`src/rtl/pipe_ctrl.sv`:
```
// Pipeline sequencer for the 5-stage core: stall/flush control of the pipeline registers,
// hazard resolution, fetch redirect handshake, a saturating stall counter and an MDU timeout flag.
module pipe_ctrl #(
  parameter int PC_W    = 64,
  parameter int RD_W    = 5,
  parameter int MDU_TMO = 128
) (
  input  logic            clk,
  input  logic            rst,
  input  logic            if_valid,
  input  logic [RD_W-1:0] id_rs1,
  input  logic [RD_W-1:0] id_rs2,
  input  logic            id_rs1_ren,
  input  logic            id_rs2_ren,
  input  logic            ex_is_load,
  input  logic [RD_W-1:0] ex_rd,
  input  logic            ex_mispredict,
  input  logic [PC_W-1:0] ex_target_pc,
  input  logic            ex_mdu_start,
  input  logic            mdu_done,
  input  logic            mem_req,
  input  logic            mem_ready,
  input  logic            redirect_ready,
  output logic            pc_stall,
  output logic            ifid_stall,
  output logic            idex_stall,
  output logic            exmem_stall,
  output logic            ifid_flush,
  output logic            idex_flush,
  output logic            exmem_flush,
  output logic            memwb_flush,
  output logic            redirect_valid,
  output logic [PC_W-1:0] redirect_pc,
  output logic [31:0]     stall_cycles,
  output logic            mdu_tmo_err
);

  typedef enum logic [1:0] {RUN, MEM_WAIT, MDU_WAIT, REDIR} state_e;

  localparam int CNT_W = $clog2(MDU_TMO + 1);
  localparam logic [CNT_W-1:0] TMO_CNT = CNT_W'(MDU_TMO);

  state_e            state_q, state_d;
  logic [CNT_W-1:0]  mdu_cnt_q, mdu_cnt_d;
  logic [PC_W-1:0]   redirect_pc_q, redirect_pc_d;
  logic [31:0]       stall_cycles_q, stall_cycles_d;
  logic              mdu_tmo_err_q, mdu_tmo_err_d;
  logic              mem_block, mdu_block, load_use;

  always_comb begin
    mem_block = mem_req & ~mem_ready;
    mdu_block = ex_mdu_start & ~mdu_done;
    load_use  = ex_is_load & (ex_rd != '0) &
                ((id_rs1_ren & (id_rs1 == ex_rd)) | (id_rs2_ren & (id_rs2 == ex_rd)));
  end

  always_ff @(posedge clk) begin
    if (rst) begin
      state_q        <= RUN;
      mdu_cnt_q      <= '0;
      redirect_pc_q  <= '0;
      stall_cycles_q <= '0;
      mdu_tmo_err_q  <= 1'b0;
    end else begin
      state_q        <= state_d;
      mdu_cnt_q      <= mdu_cnt_d;
      redirect_pc_q  <= redirect_pc_d;
      stall_cycles_q <= stall_cycles_d;
      mdu_tmo_err_q  <= mdu_tmo_err_d;
    end
  end

  // Mispredicts seen while waiting on MEM/MDU are ignored: EX is held and re-presents it later.
  always_comb begin
    state_d       = state_q;
    mdu_cnt_d     = mdu_cnt_q;
    redirect_pc_d = redirect_pc_q;
    unique case (state_q)
      RUN: begin
        if (mem_block) begin
          state_d = MEM_WAIT;
        end else if (mdu_block) begin
          state_d   = MDU_WAIT;
          mdu_cnt_d = '0;
        end else if (ex_mispredict) begin
          state_d       = REDIR;
          redirect_pc_d = ex_target_pc;
        end
      end
      MEM_WAIT: if (mem_ready) state_d = RUN;
      MDU_WAIT: begin
        if (mdu_done) begin
          state_d = RUN;
        end else if (mdu_cnt_q != TMO_CNT) begin
          mdu_cnt_d = mdu_cnt_q + 1'b1;
        end
      end
      REDIR: if (redirect_ready) state_d = RUN;
      default: state_d = RUN;
    endcase
    mdu_tmo_err_d  = mdu_tmo_err_q | ((state_q == MDU_WAIT) && (mdu_cnt_d == TMO_CNT));
    stall_cycles_d = (pc_stall && (stall_cycles_q != '1)) ? stall_cycles_q + 32'd1 : stall_cycles_q;
  end

  // Stall and flush never target the same register in any state, so stall wins trivially.
  always_comb begin
    pc_stall       = 1'b0;
    ifid_stall     = 1'b0;
    idex_stall     = 1'b0;
    exmem_stall    = 1'b0;
    ifid_flush     = 1'b0;
    idex_flush     = 1'b0;
    exmem_flush    = 1'b0;
    memwb_flush    = 1'b0;
    redirect_valid = 1'b0;
    unique case (state_q)
      RUN: begin
        if (mem_block) begin
          {pc_stall, ifid_stall, idex_stall, exmem_stall, memwb_flush} = 5'b11111;
        end else if (mdu_block) begin
          {pc_stall, ifid_stall, idex_stall, exmem_flush} = 4'b1111;
        end else if (ex_mispredict) begin
          {ifid_flush, idex_flush} = 2'b11;
        end else if (load_use) begin
          {pc_stall, ifid_stall, idex_flush} = 3'b111;
        end else if (!if_valid) begin
          ifid_flush = 1'b1;
        end
      end
      MEM_WAIT: begin
        if (!mem_ready) {pc_stall, ifid_stall, idex_stall, exmem_stall, memwb_flush} = 5'b11111;
      end
      MDU_WAIT: begin
        if (!mdu_done) {pc_stall, ifid_stall, idex_stall, exmem_flush} = 4'b1111;
      end
      REDIR: {redirect_valid, pc_stall, ifid_flush} = 3'b111;
      default: ;
    endcase
  end

  assign redirect_pc  = redirect_pc_q;
  assign stall_cycles = stall_cycles_q;
  assign mdu_tmo_err  = mdu_tmo_err_q;

endmodule

```
`config.mk`:
```
export PLATFORM = sky130hd
export DESIGN_NAME = pipe_ctrl
export DESIGN_NICKNAME = d
export VERILOG_FILES = /design/src/rtl/pipe_ctrl.sv
export SDC_FILE = /design/constraint.sdc
export NUM_CORES = 1
export LEC_CHECK = 0
export CORE_ASPECT_RATIO = 1.1
export CORE_UTILIZATION = 44
export CTS_CLUSTER_SIZE = 10
export DETAILED_ROUTE_END_ITERATION = 8
export PLACE_DENSITY = 0.89
export SYNTH_ARGS = -nofsm -noshare
export SYNTH_HDL_FRONTEND = slang
export SYNTH_SLANG_ARGS = --single-unit
export TNS_END_PERCENT = 1
```
`constraint.sdc`:
```
create_clock -name clk -period 2.8 [get_ports clk]
set_input_delay 0.56 -clock clk [delete_from_list [all_inputs] [get_ports clk]]
set_output_delay 0.56 -clock clk [all_outputs]
set_load 0.1 [all_outputs]
```
======== Word-level counts from Yosys, hierarchy flattened ========
Index checks and enable logic that the tools add are counted.
operators by class
  add/subtract/negate cells ............... 2
  $mul .................................... 0
  divide/modulo/power cells ............... 0
  order comparisons ....................... 0
  equal/unequal tests ..................... 12
  shift operators ......................... 0
  multiplexer cells ....................... 38
  bitwise operators ....................... 12
  reductions and logical operators ........ 6
operator list
  cell                                           number
  adder 32 x 1 -> 32 bit, second input constant  1
  two-way mux 8 bit                              4
  != test 32 bit, second input constant          1
  two-way mux 1 bit                              20
  case mux 8 bit (2 select lines)                1
  two-way mux 2 bit                              6
  == test 5 bit                                  2
  adder 8 x 1 -> 8 bit, second input constant    1
  == test 8 bit, second input constant           1
  != test 8 bit, second input constant           1
  case mux 2 bit (4 select lines)                1
  AND reduction 4 bit                            2
  AND 1 bit                                      6
  != test 2 bit, second input constant           3
  case mux 1 bit (2 select lines)                3
  case mux 1 bit (3 select lines)                2
  nonzero test 5 bit                             1
  == test 2 bit, second input constant           2
  != test 4 bit, second input constant           1
  inverter 1 bit                                 4
  case mux 1 bit (4 select lines)                1
  == test 2 x 1 -> 1 bit, second input constant  1
  logical AND 1 bit                              2
  logical NOT 2 bit                              1
  OR 1 bit                                       2
word-level totals
  flip-flop bits (word level) ............. 107
  latch bits .............................. 0
  memory bits (writable) .................. 0
  bits in read-only memories .............. 0
  input bits .............................. 91
  output and inout port bits .............. 106
  word-level logic and storage cells ...... 75
  memories kept ........................... 0

======== Logic depth before layout (Yosys ltp) ========
  depth in word-level cells ............... 10
  depth in mapped cells ................... 11

======== Worst setup path after synthesis ========
No wires, ideal clock.
  kind .................................... reg2out
  from .................................... register state_q[0]
  to ...................................... output port ifid_stall
  arrival time ............................ 3602 ps
  data required time ...................... 2240 ps
  path slack .............................. -1362 ps
  stages on the path, launching flop included .. 4
  buffers on the path ..................... 0
  cells stage by stage .................... dfxtp_1 > ha_1 > a31oi_1 > o21bai_1
between the ends
  longest elaborated chain between the ends .. 2
  elaborated cells on any way between the ends .. 4
RTL lines
  what                                   RTL line  text
  from (decl)                            43        state_e state_q, state_d;
  from (signal assigned)                 65        state_q <= state_d;
  == test 2 bit (tied with other cells)  116       unique case (state_q)
  case mux 1 bit (3 select lines) (*)    116
  to (decl)                              25        output logic ifid_stall,
Mark *: on every way between the ends. The rest lies on a longest branch, timed or not.

======== Worst setup path in the final report ========
  from .................................... input port id_rs1[1]
  to ...................................... output port ifid_flush
between the ends
  longest elaborated chain between the ends .. 9
RTL lines
  what                             RTL line  text
  from (decl)                      11        input logic [RD_W-1:0] id_rs1,
  == test 5 bit                    54        ((id_rs1_ren & (id_rs1 == ex_rd)) | (id_rs2_ren & (id_rs2 == ex_rd)));
  AND 1 bit                        54
  OR 1 bit                         54
  AND 1 bit                        53        load_use = ex_is_load & (ex_rd != '0) &
  two-way mux 1 bit                124       end else if (load_use) begin
  two-way mux 1 bit                122       end else if (ex_mispredict) begin
  two-way mux 1 bit                120       end else if (mdu_block) begin
  two-way mux 1 bit                118       if (mem_block) begin
  case mux 1 bit (2 select lines)  116
  to (decl)                        28        output logic ifid_flush,
Every way passes these cells.

==> results_dict.tcl <==
set metrics [dict create \
    cp-start-kind "input port" \
    end_kind "output port" \
    h-tree-depth 3 \
    status "finished, final reports clean" \
    cts-buffers-inserted 9 \
    port_buffers 196 \
    grt_first_pass_wirelength_um 21800 \
    path_delay_family "compound AO/OA/AOI/OAI gates" \
    ys.flop_type "sky130_fd_sc_hd__dfxtp_1" \
    synth.net_count 727 \
    clkPwrFrac 0.202 \
    groute.usage.overall 0.238 \
    drv_slew 0 \
    largest_net_degree_at_the_start_of_global_routing 81 \
    core_area_mm2 0.0109 \
    cp_cell_sequence "clkdlybuf4s50_1 > xnor2_1 > and2_4 > a22o_2 > a31oi_1 > o21ai_1 > a21oi_2 > buf_12" \
    rows 40 \
    syn_to_final_growth_pct 50.0 \
    total_inserted_antenna_cells 0 \
    clock_tree.root_cell "sky130_fd_sc_hd__clkbuf_16" \
    synth-async-reset-ratio 0 \
    synth_enable_flop_cells 0 \
    min_from "redirect_pc[61]$_SDFFE_PP0P_" \
    drc_errors_left 0 \
    critical_path_class "in -> out" \
    setup_violations 0 \
    cts_tree "done" \
    postSynthCellCount 629 \
    critical_path_required_ps 2240 \
    final.setup.worst_slack_ps 76.1 \
    io-pin-count 197 \
    synth_seq_cells 107 \
    finalNonFillerCells 981 \
    combinational_cell_fraction_of_total_power 0.519 \
    power.static_leakage_nw 2.96 \
    power.share.sequential 0.280 \
    timing.setup.tns_ps 0 \
    irDropWorstVdd_v 0.000801 \
    avgViaCountPerCell 5.24 \
    hold_path_class "reg -> reg" \
    critPathMaxFanout 3 \
    initial_antenna_violation_count 0 \
    achievable-frequency_mhz 367 \
    p_sw_mw 2.94 \
    power_density_mw_per_mm2 848 \
    place_ws_ps -389 \
    post-synth-top-count-cell "sky130_fd_sc_hd__nand2_1" \
    layout.filler_cells 896 \
    maxSlewHeadroom 0.439 \
    netSwitchingFraction 0.469 \
    finalNetCount 927 \
    cts_sinks 107 \
    cellInternalPower_mw 3.33 \
    grt_remaining_overflow 0 \
    ant_nets 0 \
    initialDrtViolationCount 266 \
    drt_first_pass_iters 5 \
    worstSetupStartpoint "id_rs1[1]" \
    wl_um 14100 \
    maxCapViolations 0 \
    die_h_um 113 \
    dp_hpwl_um 10200 \
    layout-drive-gt1-share 0.227 \
    floorplan.die.width_um 103 \
    gp_routability_congestion 0.829 \
    worst_pin_slew_ps 841 \
    timing.clock.skew_ps 10.3 \
    hold_viol_final 0 \
    initial_utilization 0.452 \
    critical-path-slowest-cell "sky130_fd_sc_hd__clkdlybuf4s50_1" \
    grt_setup_unrepaired "yes" \
    first_global_vias 4667 \
    netlist_top_cells_area "sky130_fd_sc_hd__dfxtp_1 43%, sky130_fd_sc_hd__nand2_1 12%, sky130_fd_sc_hd__a21oi_1 10%" \
    dp_cells 964 \
    synthTopCellsByCount "158 x sky130_fd_sc_hd__nand2_1, 107 x sky130_fd_sc_hd__dfxtp_1, 100 x sky130_fd_sc_hd__a21oi_1, 35 x sky130_fd_sc_hd__nor2_1, 26 x sky130_fd_sc_hd__clkbuf_1" \
    total_power_mw 6.28 \
    dieArea_mm2 0.0116 \
    critical_path.max_stage_delay_ps 410 \
    period_share 0.973 \
    post_synthesis_area_per_instance_um2 7.85 \
    worstReg2RegStart "state_q[1]$_SDFFE_PP0P_" \
    synthDominantAreaCellType "sky130_fd_sc_hd__dfxtp_1" \
    finalCriticalPeriod_ps 2720 \
    netlist_area_before_placement_mm2 0.00493 \
    ctsLongestPathBuffers 2 \
    finish.instance_area_mm2 0.00740 \
    detailroute.via_count 5144 \
    path_clk_slew_ps 70 \
    placedInstanceArea_mm2 0.00702 \
    synth_top_cell_area_share 0.434 \
    fin_hold_ws_ps 455 \
    ys_seq_area_frac 0.434 \
    yosys_warning_count 0 \
    data_arrival_time_of_the_critical_path_ps 2160 \
    finish.utilization 0.678 \
    ys_types 57 \
    routedWlPerCell_um 14.3 \
    clk_latency_ps 350 \
    cp_num_buf_inv 2 \
]
[flip-flops by register name, summed over array words and instances (netlist names)]
| signal | count |
|---|---|
| stall_cycles | 32 |
| redirect_pc | 64 |
| state_q | 2 |
| mdu_cnt_q | 8 |
| mdu_tmo_err | 1 |
[path summary, 6_finish.rpt]
path	end	slack [ps]	cells after the start
worst max-delay path	ifid_flush	80	8
worst min-delay path	redirect_pc[61]$_SDFFE_PP0P_	460	2
worst max register to register	stall_cycles[0]$_SDFFE_PP0P_	170	11
worst min register to register	redirect_pc[61]$_SDFFE_PP0P_	460	2
[power groups by stage]
stage,logic [mW],clock network [mW],registers (mW)
after global routing,3.41,1.36,1.78
after detailed placement,3.20,0,1.79
after floorplan,1.33,0,2.68
final,3.25,1.27,1.76
after global placement,3.16,0,1.78
after CTS,3.22,1.30,1.76
[layer usage]
layer  global-route usage  vias up  routed length, µm
met5                    0        -                  0
met4                0.107        0                373
met3               0.0581       24               1040
met2                0.401      168               6990
met1                0.282     2390               5650
li1                     -     2562                  -
[repair_timing]
action	in CTS	in global routing
setup endpoints to repair	12	8
pin swaps	4	6
hold buffers	0	0
resized for setup	19	12
buffers inserted	0	1
[final cells by class]
class                   instances  area, µm²  area share
multi-input cells             471       2670       0.361
inverters                      13       48.8     0.00659
well taps                     147        184      0.0248
flip-flops and latches        107       2140       0.289
clock buffers                  10        239      0.0323
repair buffers                227       2050       0.277
clock inverters                 6       65.1     0.00879
[worst reg2reg max path: stages, from the launching register on]
cell                       delay, ps
sky130_fd_sc_hd__dfxtp_1         360
sky130_fd_sc_hd__inv_1            90
sky130_fd_sc_hd__ha_1            200
sky130_fd_sc_hd__or2b_1          240
sky130_fd_sc_hd__nand3_1         180
sky130_fd_sc_hd__a222oi_1        550
sky130_fd_sc_hd__or3_4           280
sky130_fd_sc_hd__buf_4           160
sky130_fd_sc_hd__buf_4           140
sky130_fd_sc_hd__buf_4           110
sky130_fd_sc_hd__xor2_1          140
sky130_fd_sc_hd__nor2_1           50
[layout by cell type (no fill, tap or decap), types with 3 or more instances in the layout]
cell type	Yosys	final
sky130_fd_sc_hd__and3_1	3	3
sky130_fd_sc_hd__dfxtp_1	107	107
sky130_fd_sc_hd__a31oi_1	5	4
sky130_fd_sc_hd__o21ai_0	18	16
sky130_fd_sc_hd__a21oi_1	100	99
sky130_fd_sc_hd__dlygate4sd2_1	0	8
sky130_fd_sc_hd__or3_1	15	14
sky130_fd_sc_hd__ha_1	7	7
sky130_fd_sc_hd__mux2_2	3	3
sky130_fd_sc_hd__nand2b_1	7	7
sky130_fd_sc_hd__xnor2_1	6	6
sky130_fd_sc_hd__xor2_1	12	4
sky130_fd_sc_hd__nor2b_1	7	7
sky130_fd_sc_hd__o21ai_1	1	3
sky130_fd_sc_hd__dlymetal6s2s_1	0	5
sky130_fd_sc_hd__buf_4	3	128
sky130_fd_sc_hd__or4_1	13	13
sky130_fd_sc_hd__nor2_1	35	34
sky130_fd_sc_hd__xor2_2	0	8
sky130_fd_sc_hd__o211ai_1	3	3
sky130_fd_sc_hd__o31ai_1	8	8
sky130_fd_sc_hd__nand3_1	16	16
sky130_fd_sc_hd__nand2_1	158	157
sky130_fd_sc_hd__nand4_1	5	5
sky130_fd_sc_hd__buf_12	0	10
sky130_fd_sc_hd__nor3_1	5	5
sky130_fd_sc_hd__clkbuf_16	0	9
sky130_fd_sc_hd__inv_1	13	13
sky130_fd_sc_hd__clkdlybuf4s50_1	0	75
[logic make-up after synthesis]
logic type               share of synthesized area
AO/OA/AOI/OAI                                0.168
adder cells (fa/ha/maj)                     0.0177
flip-flops                                   0.434
AND/OR/NAND/NOR                              0.292
XOR/XNOR                                    0.0319
multiplexers                                0.0112
buffers and inverters                       0.0449
Power figures use the tool's default switching activity.
